**config.mk**
```make
export PLATFORM = sky130hd
export DESIGN_NAME = pipe_out_arbiter
export DESIGN_NICKNAME = d
export VERILOG_FILES = /design/src/rtl/pipe_arb_pkg.sv /design/src/rtl/rr_pick.sv /design/src/rtl/pipe_out_arbiter.sv
export SDC_FILE = /design/constraint.sdc
export NUM_CORES = 1
export LEC_CHECK = 0
export ABC_AREA = 1
export BUFFER_PORTS_ARGS = -buffer_cell sky130_fd_sc_hd__buf_4
export CAP_MARGIN = 20
export CORE_MARGIN = 2
export CORE_UTILIZATION = 39
export CTS_CLUSTER_DIAMETER = 50
export DETAILED_ROUTE_END_ITERATION = 16
export GPL_ROUTABILITY_DRIVEN = 0
export PLACE_DENSITY = 0.82
export SETUP_SLACK_MARGIN = 0.02
export SYNTH_ARGS = -nofsm -noshare
export SYNTH_HDL_FRONTEND = slang
export SYNTH_HIERARCHICAL = 1
export SYNTH_SLANG_ARGS = --single-unit
```
**constraint.sdc**
```tcl
create_clock -name clk -period 2.44 [get_ports clk]
set_input_delay 0.122 -clock clk [delete_from_list [all_inputs] [get_ports clk]]
set_output_delay 0.122 -clock clk [all_outputs]
set_load 0.02 [all_outputs]
```
**src/rtl/pipe_arb_pkg.sv**
```systemverilog
// Shared types and helpers for the pipe endpoint arbiters.
// Holds the arbiter state enum, parameter defaults and the round-robin
// search function used by rr_pick.
package pipe_arb_pkg;

  localparam int NSRC_DEF        = 4;
  localparam int BLOCK_WORDS_DEF = 256;
  localparam int MAX_SRC         = 8;

  typedef enum logic [1:0] {
    IDLE,
    READY,
    XFER
  } arb_state_t;

  typedef struct packed {
    logic       valid;
    logic [2:0] idx;
  } pick_t;

  // Search req starting at (last+1) mod n, wrapping; the first set bit wins.
  function automatic pick_t rr_next(input logic [MAX_SRC-1:0] req,
                                    input logic [2:0]         last,
                                    input int                 n = MAX_SRC);
    pick_t p;
    int    cand;
    p = '0;
    for (int k = 1; k <= MAX_SRC; k++) begin
      cand = int'(last) + k;
      if (cand >= n) cand = cand - n;
      if (k <= n && !p.valid && req[3'(cand)]) begin
        p.valid = 1'b1;
        p.idx   = 3'(cand);
      end
    end
    return p;
  endfunction

endpackage

```
**src/rtl/rr_pick.sv**
```systemverilog
// Combinational round-robin priority picker: request vector plus index of
// the last winner in, first requester after it (wrapping) out.
module rr_pick
  import pipe_arb_pkg::*;
#(
  parameter int N = NSRC_DEF
) (
  input  logic [N-1:0] req,
  input  logic [2:0]   last,
  output logic         valid,
  output logic [2:0]   idx
);

  pick_t pick;

  // Widen the request vector to the helper's fixed width and search it.
  always_comb begin
    pick = rr_next(MAX_SRC'(req), last, N);
  end

  assign valid = pick.valid;
  assign idx   = pick.idx;

endmodule

```
**src/rtl/pipe_out_arbiter.sv**
```systemverilog
// Round-robin block scheduler in front of a block-throttled pipe-out
// endpoint. A source is granted only when it holds a full block; the grant
// lasts exactly BLOCK_WORDS reads, then the pipe is released.
// Optional feature: define PIPE_ARB_STATS_EN to add per-source saturating
// completed-block counters on output blk_count.
module pipe_out_arbiter
  import pipe_arb_pkg::*;
#(
  parameter int NSRC        = NSRC_DEF,
  parameter int BLOCK_WORDS = BLOCK_WORDS_DEF,
  parameter int CNTW        = 16
) (
  input  logic                 clk,
  input  logic                 reset,
  input  logic [NSRC*CNTW-1:0] src_count,
  input  logic [NSRC*16-1:0]   src_data,
  output logic [NSRC-1:0]      src_pop,
  output logic                 ep_ready,
  input  logic                 ep_blockstrobe,
  input  logic                 ep_read,
  output logic [15:0]          ep_datain,
  output logic [2:0]           grant_id,
  output logic                 busy,
  output logic                 proto_err
`ifdef PIPE_ARB_STATS_EN
  ,
  output logic [NSRC*16-1:0]   blk_count
`endif
);

  localparam int              CW        = $clog2(BLOCK_WORDS);
  localparam logic [CW-1:0]   LAST_WORD = CW'(BLOCK_WORDS - 1);
  localparam logic [CNTW-1:0] THRESH    = CNTW'(BLOCK_WORDS);

  arb_state_t      state;
  logic [2:0]      last_grant;
  logic [CW-1:0]   word_cnt;
  logic [NSRC-1:0] req;
  logic            pick_valid;
  logic [2:0]      pick_idx;
  logic            xfer_read;
  logic            terminal;

  // A source requests once it holds at least one full block.
  always_comb begin
    // NOTE: every always_comb output gets a default first so no path can
    // leave it unassigned and infer a latch.
    req = '0;
    for (int i = 0; i < NSRC; i++) begin
      req[i] = (src_count[i*CNTW +: CNTW] >= THRESH);
    end
  end

  rr_pick #(.N(NSRC)) u_pick (
    .req   (req),
    .last  (last_grant),
    .valid (pick_valid),
    .idx   (pick_idx)
  );

  assign xfer_read = (state == XFER) && ep_read;
  assign terminal  = xfer_read && (word_cnt == LAST_WORD);

  // Zero-latency read strobe to the granted FIFO and data mux off grant_id.
  always_comb begin
    src_pop   = '0;
    ep_datain = '0;
    for (int i = 0; i < NSRC; i++) begin
      src_pop[i] = xfer_read && (grant_id == 3'(i));
      if (grant_id == 3'(i)) ep_datain = src_data[i*16 +: 16];
    end
  end

  // Arbitration FSM with registered ep_ready/busy and sticky protocol flag.
  always_ff @(posedge clk) begin
    // NOTE: state is updated with non-blocking assignments so every register
    // sees pre-edge values regardless of statement order.
    if (reset) begin
      state      <= IDLE;
      ep_ready   <= 1'b0;
      busy       <= 1'b0;
      proto_err  <= 1'b0;
      grant_id   <= '0;
      last_grant <= 3'(NSRC - 1);
      word_cnt   <= '0;
    end else begin
      if (ep_read && state != XFER)         proto_err <= 1'b1;
      if (ep_blockstrobe && state != READY) proto_err <= 1'b1;
      case (state)
        IDLE: begin
          if (pick_valid) begin
            grant_id <= pick_idx;
            state    <= READY;
            ep_ready <= 1'b1;
            busy     <= 1'b1;
          end
        end
        READY: begin
          if (ep_blockstrobe) begin
            state    <= XFER;
            word_cnt <= '0;
            ep_ready <= 1'b0;
          end
        end
        XFER: begin
          if (ep_read) begin
            if (word_cnt == LAST_WORD) begin
              state      <= IDLE;
              busy       <= 1'b0;
              last_grant <= grant_id;
            end else begin
              word_cnt <= word_cnt + CW'(1);
            end
          end
        end
        default: state <= IDLE;
      endcase
    end
  end

`ifdef PIPE_ARB_STATS_EN
  logic [15:0] blk_cnt [NSRC];

  // Count completed blocks per source, saturating at all-ones.
  always_ff @(posedge clk) begin
    // NOTE: this is a small flop array, not a RAM, so resetting every entry
    // is legitimate and keeps the counters deterministic.
    if (reset) begin
      for (int i = 0; i < NSRC; i++) blk_cnt[i] <= '0;
    end else if (terminal) begin
      for (int i = 0; i < NSRC; i++) begin
        if (grant_id == 3'(i) && blk_cnt[i] != 16'hFFFF)
          blk_cnt[i] <= blk_cnt[i] + 16'd1;
      end
    end
  end

  // Pack the counters onto the output bus, field i at bits [i*16 +: 16].
  always_comb begin
    blk_count = '0;
    for (int i = 0; i < NSRC; i++) blk_count[i*16 +: 16] = blk_cnt[i];
  end
`else
  // Terminal-read decode only feeds the statistics counters.
  logic unused_terminal;
  assign unused_terminal = terminal;
`endif

endmodule

```
## After elaboration in Yosys (flattened, before gate mapping)

Cells that the tools add are included.
Widths: inputs -> output; s select.

- Eq/ne operators: 13
- Multiplexer cells: 41
- Reductions and logical operators: 25
- Order comparisons: 12
- Add/sub/neg operators: 9

Operator list:

| kind | number |
|---|---|
| $ge 16x9->1 const B | 4 |
| $mux 16 | 4 |
| $mux 8 | 3 |
| $lt 3x5->1 const B | 4 |
| $ge 4x3->1 const B | 4 |
| $mux 4 | 4 |
| $pmux 8 s2 | 1 |
| $mux 1 | 14 |
| $bmux 1 s3 | 4 |
| $mux 3 | 4 |
| $reduce_and 4->1 | 3 |
| $sub 3x3->3 const B | 4 |
| $logic_and 1x1->1 | 10 |
| $add 3x2->4 const B | 2 |
| $add 8x1->8 const B | 1 |
| $eq 8x8->1 const B | 1 |
| $mux 2 | 4 |
| $ne 2x2->1 const B | 4 |
| $reduce_bool 2->1 | 4 |
| $eq 3x2->1 const B | 2 |
| $ne 2x1->1 const B | 3 |
| $pmux 2 s3 | 1 |
| $reduce_and 3->1 | 2 |
| $add 3x1->4 const B | 1 |
| 9 further kinds | 12 |

- Flip-flop bits (word level): 19
- Output and inout bits: 26
- Bits of input ports: 132
- Word-level logic and storage cells: 107

## Longest topological paths before layout

Gate-level depths: netlist (run 1).

- Depth after elaboration: 18
- Gate-level depth with buffers: 14
- Depth with buffers taken out: 14

## Modules after synthesis

The synthesis (run 1) kept the hierarchy.

Modules (own cells, without submodules):

| module | instances | seq. area each (um^2) | cells each | area an instance (um^2) |
|---|---|---|---|---|
| pipe_out_arbiter | 1 | 380.4 | 256 | 1501.4 |
| rr_pick | 1 | 0.0 | 57 | 325.3 |

## Least setup slack after synthesis (run 1)

OpenSTA, ideal clock, no wires.

- Path type: register -> register
- Start point: register last_grant[0]
- End point: register busy
- Library setup time: 70 ps
- Buffers on the path: 0
- Required time: 2370 ps
- Stages on the path, launching flop included: 13
- Data arrival time: 1850 ps
- Clock period less this slack: 1920 ps
- Setup slack: 520 ps
- Path through: dfxtp_1 -> inv_2 -> ha_1 -> inv_1 -> nand3_1 -> nand3_4 -> nand2_2 -> nor2_4 -> nand3_1 -> o21a_1 -> nand3_1 -> nand2_1 -> a21oi_1

- Longest elaborated chain between the ends: 18
- Elaborated cells between the ends (all ways): 40
- Those cells by class: add/sub (8); order compare (4); eq/ne (1); mux (20); reduce/logical (7)

RTL lines:

| element | line | RTL |
|---|---|---|
| start: declaration | pipe_out_arbiter.sv:36 | `logic [2:0] last_grant;` |
| start signal: assignment | pipe_out_arbiter.sv:84 | `last_grant <= 3'(NSRC - 1);` |
| start signal: assignment | pipe_out_arbiter.sv:110 | `last_grant <= grant_id;` |
| $add 3x1->4 | pipe_arb_pkg.sv:29 | `cand = int'(last) + k;` |
| $ge 4x3->1 / $sub 3x3->3 (equally long branches) | pipe_arb_pkg.sv:30 | `if (cand >= n) cand = cand - n;` |
| $mux 3 | pipe_arb_pkg.sv:30 |  |
| $bmux 1 s3 | pipe_arb_pkg.sv:31 | `if (k <= n && !p.valid && req[3'(cand)]) begin` |
| $mux 1 (implied by the code) (2 in series) | pipe_arb_pkg.sv:31 |  |
| $mux 4 | pipe_arb_pkg.sv:31 |  |
| $logic_not 1->1 | pipe_arb_pkg.sv:31 |  |
| $logic_and 1x1->1 | pipe_arb_pkg.sv:31 |  |
| [... 2 more ...] | - |  |
| $logic_and 1x1->1 | pipe_arb_pkg.sv:31 |  |
| $mux 4 | pipe_arb_pkg.sv:31 |  |
| $logic_not 1->1 | pipe_arb_pkg.sv:31 |  |
| $logic_and 1x1->1 | pipe_arb_pkg.sv:31 |  |
| $mux 4 * | pipe_arb_pkg.sv:31 |  |
| named net pick_valid | pipe_out_arbiter.sv:39 | `logic pick_valid;` |
| $ne 2x1->1 (no line) * | - |  |
| $reduce_and 4->1 (no line) * | - |  |
| end signal: assignment | pipe_out_arbiter.sv:81 | `busy <= 1'b0;` |
| end signal: assignment | pipe_out_arbiter.sv:95 | `busy <= 1'b1;` |
| end signal: assignment | pipe_out_arbiter.sv:109 | `busy <= 1'b0;` |
| end: declaration | pipe_out_arbiter.sv:23 | `output logic busy,` |

The timed path passes the listed nets; every way through them passes the cells marked *. The select of a mux whose other input is x is not followed.
A chain may end at the register's enable or synchronous reset.

## Worst setup path in the final report (run 1)

- Start point: register grant_id[1]
- End point: output ep_datain[4]

- Longest elaborated chain between the ends: 5
- Elaborated cells between the ends (all ways): 8
- Those cells by class: eq/ne (3); mux (4); reduce/logical (1)

RTL lines:

| element | line | RTL |
|---|---|---|
| start: declaration | pipe_out_arbiter.sv:22 | `output logic [2:0] grant_id,` |
| start signal: assignment | pipe_out_arbiter.sv:92 | `grant_id <= pick_idx;` |
| $logic_not 3->1 | pipe_out_arbiter.sv:70 | `if (grant_id == 3'(i)) ep_datain = src_data[i*16 +: 16];` |
| $mux 16 (3 in series) | pipe_out_arbiter.sv:70 |  |
| $mux 16 * | pipe_out_arbiter.sv:70 |  |
| end: declaration | pipe_out_arbiter.sv:21 | `output logic [15:0] ep_datain,` |

Every way passes the cells marked *; elsewhere a longest branch is shown, timed or not.

==> flow_summary.json, run 1 <==
{
  "run_status": "completed",
  "endpoint_kind": "primary output",
  "tightest_slew_ps": 720,
  "synth_nets": 448,
  "post_cts_resize_count": 0,
  "hold_viol": 0,
  "hold_depth": 2,
  "ctsHoldBuffers": 0,
  "seqPwrFrac_pct": 30.6,
  "drt-pass1-iter-count": 4,
  "drv_slew": 0,
  "irDropWorstVdd_uv": 448,
  "synth_top_area_share_pct": 20.8,
  "cts_buffers": 3,
  "sw_frac_of_total_pct": 38.8,
  "slew_headroom_pct": 51.8,
  "drive_gt1_share_pct": 35.9,
  "io_buffers": 125,
  "syn-mean-instance-area_um2": 5.84,
  "drc_errors": 0,
  "arrival_ps": 2140,
  "cp_max_fo": 19,
  "htree_levels": 1,
  "combPwrFrac_pct": 49.8,
  "grt_pass1_wl_um": 9040,
  "nNetsFinal": 570,
  "post_drt_wl_per_cell_um": 12.2,
  "clk_latency_ps": 270,
  "ant_nets": 0,
  "cap_violations": 0,
  "yosys.area.top_type": "dfxtp_1",
  "die-area_mm2": 0.00525,
  "utilization_pct": 63.7,
  "chipWidth_um": 72.4,
  "dp_hpwl_um": 4850,
  "syn_to_final_growth_pct": 55.1,
  "final_cell_mix": "buf_4 (127), nand2_1 (89), inv_1 (43), nand3_1 (40), nor2_1 (27)",
  "cts_tree": "built",
  "power.leakage_nw": 1.50,
  "power_switching_uw": 464,
  "p_int_uw": 732,
  "fin_setup_tns_ps": 0,
  "drt_iter0_markers": 113,
  "yosys_warnings": 6,
  "vias": 2400,
  "pwr-share-clk_pct": 19.7,
  "synth_area_mm2": 0.00183,
  "layout_commonest_cell": "buf_4",
  "routed_wl_um": 5950,
  "rsz0062_at_grt": "no",
  "rr_startpoint": "last_grant[1]",
  "via_per_inst": 4.94,
  "path_clk_slew_ps": 80,
  "fin_crit_sh_pct": 92.5,
  "finalSetupViolations": 0,
  "synthTopCellsByArea": "dfxtp_1 (21%), nand2_1 (18%), nand3_1 (11%)",
  "core_mm2": 0.00444,
  "grt_max_degree": 20,
  "crit_start": "grant_id[1]",
  "rows": 24,
  "crit_path_end": "ep_datain[4]",
  "diodes": 0,
  "netlist_instances": 313,
  "min_period_ps": 2260,
  "antenna_found_initial": 0,
  "synth-seq-area-share_pct": 20.8,
  "rrSetupSlack_ps": 340,
  "reg2reg_depth": 11,
  "gr-usage-all-layers_pct": 20.9,
  "hp-class": "in -> reg",
  "ios": 158,
  "cts_root_buffer": "clkbuf_8",
  "die_h_um": 72.4,
  "synthDistinctLibCells": 26,
  "power_density_mw_per_mm2": 422,
  "crit_type": "reg -> out",
  "cts_buffer_depth": 2,
  "multi_input_area_mm2": 0.00119,
  "initial_core_util_pct": 41.1,
  "ys_seq_elements": 19,
  "gr-total-overflow": 0,
  "skew_ps": 10.6,
  "grt_pass1_vias": 2174,
  "clkSinkCount": 19,
  "cp-start-kind": "register",
  "r2r-end": "grant_id[1]",
  "postCtsSetupRepairBufs": 0,
  "seq_area_um2": 380,
  "fill_cells": 433,
  "required_ps": 2320,
  "max_freq_ghz": 0.443
}
==> routing by layer <==
metal	GRT usage, %	vias up	routed length, um	share of wire (%)
li1	-	1277	-	-
met2	40.8	69	3140	53
met3	4.72	6	387	6.5
met4	4.32	0	35	0.59
met1	22.8	1048	2390	40
met5	0	-	0	0
==> worst min path at each step <==
| stage | from | endpoint |
|---|---|---|
| finish | reset | ep_ready |
| global route | reset | ep_ready |
| CTS | reset | ep_ready |
| detailed placement | reset | ep_ready |
| global placement | reset | state[0] |
| floorplan | ep_blockstrobe | ep_ready |
==> layout make-up <==
cell class	count	share of cell area, %
Clock buffer	3	1.46
Timing Repair Buffer	127	33.7
Clock inverter	1	0.265
Inverter	51	6.76
Tap cell	52	2.30
Multi-Input combinational cell	233	42.1
Sequential cell	19	13.4
==> state kept, by name, indices dropped and copies added, names as in the netlist <==
register / flops
proto_err: 1
ep_ready: 1
busy: 1
state: 2
word_cnt: 8
grant_id: 3
last_grant: 3
==> per-stage QoR <==
stage	power, mW	worst slack, ps	hold slack (ps)	instances	area [um2]
after floorplan	0.692	520	318	313	1830
after global placement	0.959	415	355	482	2780
after detailed placement	0.969	368	356	482	2780
after CTS	1.20	140	66.5	486	2830
after global routing	1.27	39.8	71.2	486	2830
final	1.20	182	71.0	486	2830
==> Yosys cell counts (all sizes together) <==
| cell type | n |
|---|---|
| a21oi | 16 |
| buf | 4 |
| clkbuf | 6 |
| conb | 1 |
| dfxtp | 19 |
| ha | 3 |
| inv | 51 |
| nand2 | 98 |
| nand3 | 44 |
| nand4 | 4 |
| nor2 | 31 |
| nor4 | 9 |
| o2111ai | 16 |
| o211ai | 1 |
| o21a | 2 |
| o21ai | 7 |
| o22ai | 1 |
==> power groups by stage <==
stage	Combinational (mW)	Sequential (mW)	Clock (mW)
final	0.595	0.365	0.235
after global routing	0.646	0.369	0.251
after CTS	0.598	0.365	0.238
after detailed placement	0.596	0.373	0
after global placement	0.587	0.372	0
after floorplan	0.312	0.380	0
==> critical path, cell delays in order, from the launching register on <==
cell and delay (ps):
dfxtp_1 350, inv_2 290, nand3_1 590, o2111ai_1 450
buf_4 200
==> cells by family (layout without fill, tap and decap cells) <==
family	Yosys count	count (layout)	synth area share, %
and+or+nand+nor	186	186	47.5
buffers and inverters	61	182	13.8
AOI/OAI and AO/OA	43	43	15.5
DFF	19	19	20.8
adders and majority gates	3	3	2.06
other	1	1	0.205
(Power assumes the default switching activity.)
==> run 2, diff against run 1 <==
--- a/config.mk
+++ b/config.mk
@@ -5,11 +5,12 @@
 export SDC_FILE = /design/constraint.sdc
 export NUM_CORES = 1
 export LEC_CHECK = 0
-export ABC_AREA = 1
+export ABC_AREA = 0
 export BUFFER_PORTS_ARGS = -buffer_cell sky130_fd_sc_hd__buf_4
 export CAP_MARGIN = 20
-export CORE_MARGIN = 2
+export CORE_MARGIN = 1
 export CORE_UTILIZATION = 39
+export CTS_BUF_LIST = sky130_fd_sc_hd__clkbuf_4 sky130_fd_sc_hd__clkbuf_8 sky130_fd_sc_hd__clkbuf_16
 export CTS_CLUSTER_DIAMETER = 50
 export DETAILED_ROUTE_END_ITERATION = 16
 export GPL_ROUTABILITY_DRIVEN = 0
==> run 2 against run 1 <==
Final cell count fell by 24%. Critical path depth grew 4. Flip-flop and latch count unchanged. Routed wire length shrank 8.7%. Worst hold slack better by 100 ps. Utilization grew 0.69 points. Total power decreased by 28%. Sequential power shrank 9.6%. Die area is 5.6% lower. Register-to-register slack is essentially flat.
==> flow_summary.json, run 2 <==
{
  "crit_chain": "inv_1 -> ha_1 -> mux4_2 -> o21ai_0 -> nand3_1 -> nor3b_2 -> mux2i_1 -> nor2_1",
  "hp-class": "in -> reg",
  "chipWidth_um": 70.4,
  "cts_root_buffer": "clkbuf_8",
  "arrival_ps": 2250,
  "ctsHoldBuffers": 0,
  "ys_seq_elements": 19,
  "rows": 24,
  "utilization_pct": 64.4,
  "vias": 1966,
  "syn_to_final_growth_pct": 55.9,
  "antenna_found_initial": 0,
  "ant_nets": 0,
  "holdPathEnd": "state[1]",
  "skew_ps": 3.78,
  "yosys-top-cells-count": "nor2b_1 (21), dfxtp_1 (19), mux4_2 (19), nand2_1 (16), nor2_1 (12)",
  "rsz0062_at_grt": "no",
  "via_per_inst": 5.31,
  "gr-usage-all-layers_pct": 21.9,
  "synth_top_area_share_pct": 23.5,
  "cp-start-kind": "register",
  "power.total_uw": 857,
  "io_buffers": 125,
  "seqPwrFrac_pct": 38.5,
  "critPathMaxStageDelay_ps": 410,
  "tightest_slew_ps": 835,
  "synth_nets": 331,
  "rrSetupSlack_ps": 350,
  "clkSinkCount": 19,
  "power_switching_uw": 241,
  "synth_enable_flop_cells": 0,
  "hold_viol": 0,
  "syn-mean-instance-area_um2": 9.31,
  "crit_buf_inv": 1,
  "path_clk_slew_ps": 80,
  "yosys_warnings": 6,
  "final_cell_mix": "buf_4 (132), nor2b_1 (21), mux4_2 (19), dfxtp_1 (19), nand2_1 (16)",
  "synthDistinctLibCells": 47,
  "cp_top_family": "simple AND/OR/NAND/NOR gates",
  "drt-pass1-iter-count": 4,
  "hold_depth": 2,
  "ios": 158,
  "netlist_instances": 196,
  "min_from": "reset",
  "layout_commonest_cell": "buf_4",
  "fill_cells": 395,
  "cts_tree": "built",
  "grt_pass1_wl_um": 8820,
  "fin_setup_tns_ps": 0,
  "crit_type": "reg -> reg",
  "dp_slack_ps": 89.9,
  "postCtsSetupRepairBufs": 0,
  "yosys.area.top_type": "mux4_2",
  "htree_levels": 1,
  "synth-seq-area-share_pct": 20.9,
  "routed_wl_um": 5430,
  "nNetsFinal": 454,
  "grt_pass1_vias": 1975,
  "drc_errors": 0,
  "max_freq_ghz": 0.479,
  "min_period_ps": 2090,
  "power.leakage_nw": 1.28,
  "sw_frac_of_total_pct": 28.1,
  "dp_hpwl_um": 4390,
  "power_density_mw_per_mm2": 301,
  "irDropWorstVdd_uv": 175,
  "crit_path_top_delay_cell": "nor3b_2",
  "finalSetupViolations": 0,
  "clk_latency_ps": 260,
  "slew_headroom_pct": 44.2,
  "synth_area_mm2": 0.00182,
  "gr-total-overflow": 0,
  "yosysMostFrequentCell": "nor2b_1",
  "post_drt_wl_per_cell_um": 14.7,
  "run_status": "completed",
  "fin_ws_ps": 350,
  "die_h_um": 70.4,
  "fin_crit_sh_pct": 85.6,
  "die-area_mm2": 0.00495,
  "cts_buffers": 3,
  "pwr-share-clk_pct": 27.0,
  "reg2reg_depth": 8,
  "cp_max_fo": 5,
  "top_register": "word_cnt",
  "initial_core_util_pct": 41.3,
  "cap_violations": 0,
  "drt_iter0_markers": 102,
  "drv_slew": 0,
  "ys_async_sr_fraction_pct": 0,
  "dp.cells": 366,
  "cts_buffer_depth": 2,
  "grt_max_degree": 21,
  "synthTopCellsByArea": "mux4_2 (23%), dfxtp_1 (21%), nor2b_1 (7.2%)",
  "p_int_uw": 616,
  "fin_cells": 370,
  "combPwrFrac_pct": 34.5,
  "required_ps": 2600,
  "endpoint_kind": "register",
  "core_mm2": 0.00441,
  "drive_gt1_share_pct": 52.2,
  "diodes": 0,
  "synth_ff_type": "dfxtp_1",
  "r2r-end": "grant_id[2]",
  "largest_reg_flops": 8,
  "reg_top3": "word_cnt (8), grant_id (3), last_grant (3)",
  "rr_startpoint": "last_grant[0]"
}
-- run 2: cell count changes in the layout (fill, tap and decap cells not counted), sizes merged, moves of 5 or more --
cell	change
nor2	-19
o2111ai	-16
mux4	+19
a31oi	+5
inv	-43
nor2b	+21
nand2	-82
a21oi	-8
nand3	-34
buf	+5
mux2i	+7
-- run 2: area by class of cell --
type / instances / area [um2] / area share, %
Clock inverter: 1 / 7.51 / 0.264
Timing Repair Buffer: 132 / 991 / 34.8
Multi-Input combinational cell: 155 / 1330 / 46.7
Sequential cell: 19 / 380 / 13.4
Clock buffer: 3 / 41.3 / 1.45
Inverter: 8 / 30.0 / 1.06
Tap cell: 52 / 65.1 / 2.29
-- run 2: how the worst max path moves through the flow --
stage                             start          end  slack (ps)  depth (start not counted)
after floorplan           last_grant[0]  grant_id[1]         220                          9
after global placement    last_grant[0]  grant_id[1]         110                          8
after detailed placement  last_grant[0]  grant_id[2]          90                          8
after CTS                 last_grant[0]  grant_id[2]          70                          8
after global routing      last_grant[0]  grant_id[2]         180                          8
final                     last_grant[0]  grant_id[2]         350                          8
-- run 2: through the flow --
step                      hold slack (ps)  instance area (um2)
after CTS                             171                 2840
after global routing                  185                 2840
after floorplan                       322                 1820
final                                 175                 2840
after global placement                449                 2790
after detailed placement              453                 2790
-- run 2: kinds of logic (layout without fill, tap and decap cells) --
logic type                 Yosys count  after routing  synth area share [%]
AOI/OAI and AO/OA                   33             33                  13.4
adders and majority gates            3              3                  2.06
buffers and inverters               22            144                  6.58
DFF                                 19             19                  20.9
muxes                               28             28                  28.5
other                                1              1                 0.206
and+or+nand+nor                     90             90                  28.3
-- run 2: power by group through the flow --
stage	logic (mW)	clock network, mW	registers [mW]
2_1_floorplan	0.119	0	0.339
3_3_place_gp	0.289	0	0.337
3_5_place_dp	0.297	0	0.337
4_1_cts	0.297	0.235	0.330
5_1_grt	0.317	0.251	0.332
6_report	0.295	0.232	0.330
-- run 2: timing repair --
action,in CTS,in global routing
endpoints found under the hold margin,0,0
endpoints found under the setup margin,0,4
resized for setup,0,1
-- run 2: layer usage --
metal | track usage (%) | vias up | wire length (um)
met2 | 41.3 | 76 | 2960
li1 | - | 988 | -
met4 | 4.00 | 0 | 19
met5 | 0 | - | 0
met1 | 25.2 | 900 | 2160
met3 | 4.76 | 2 | 296
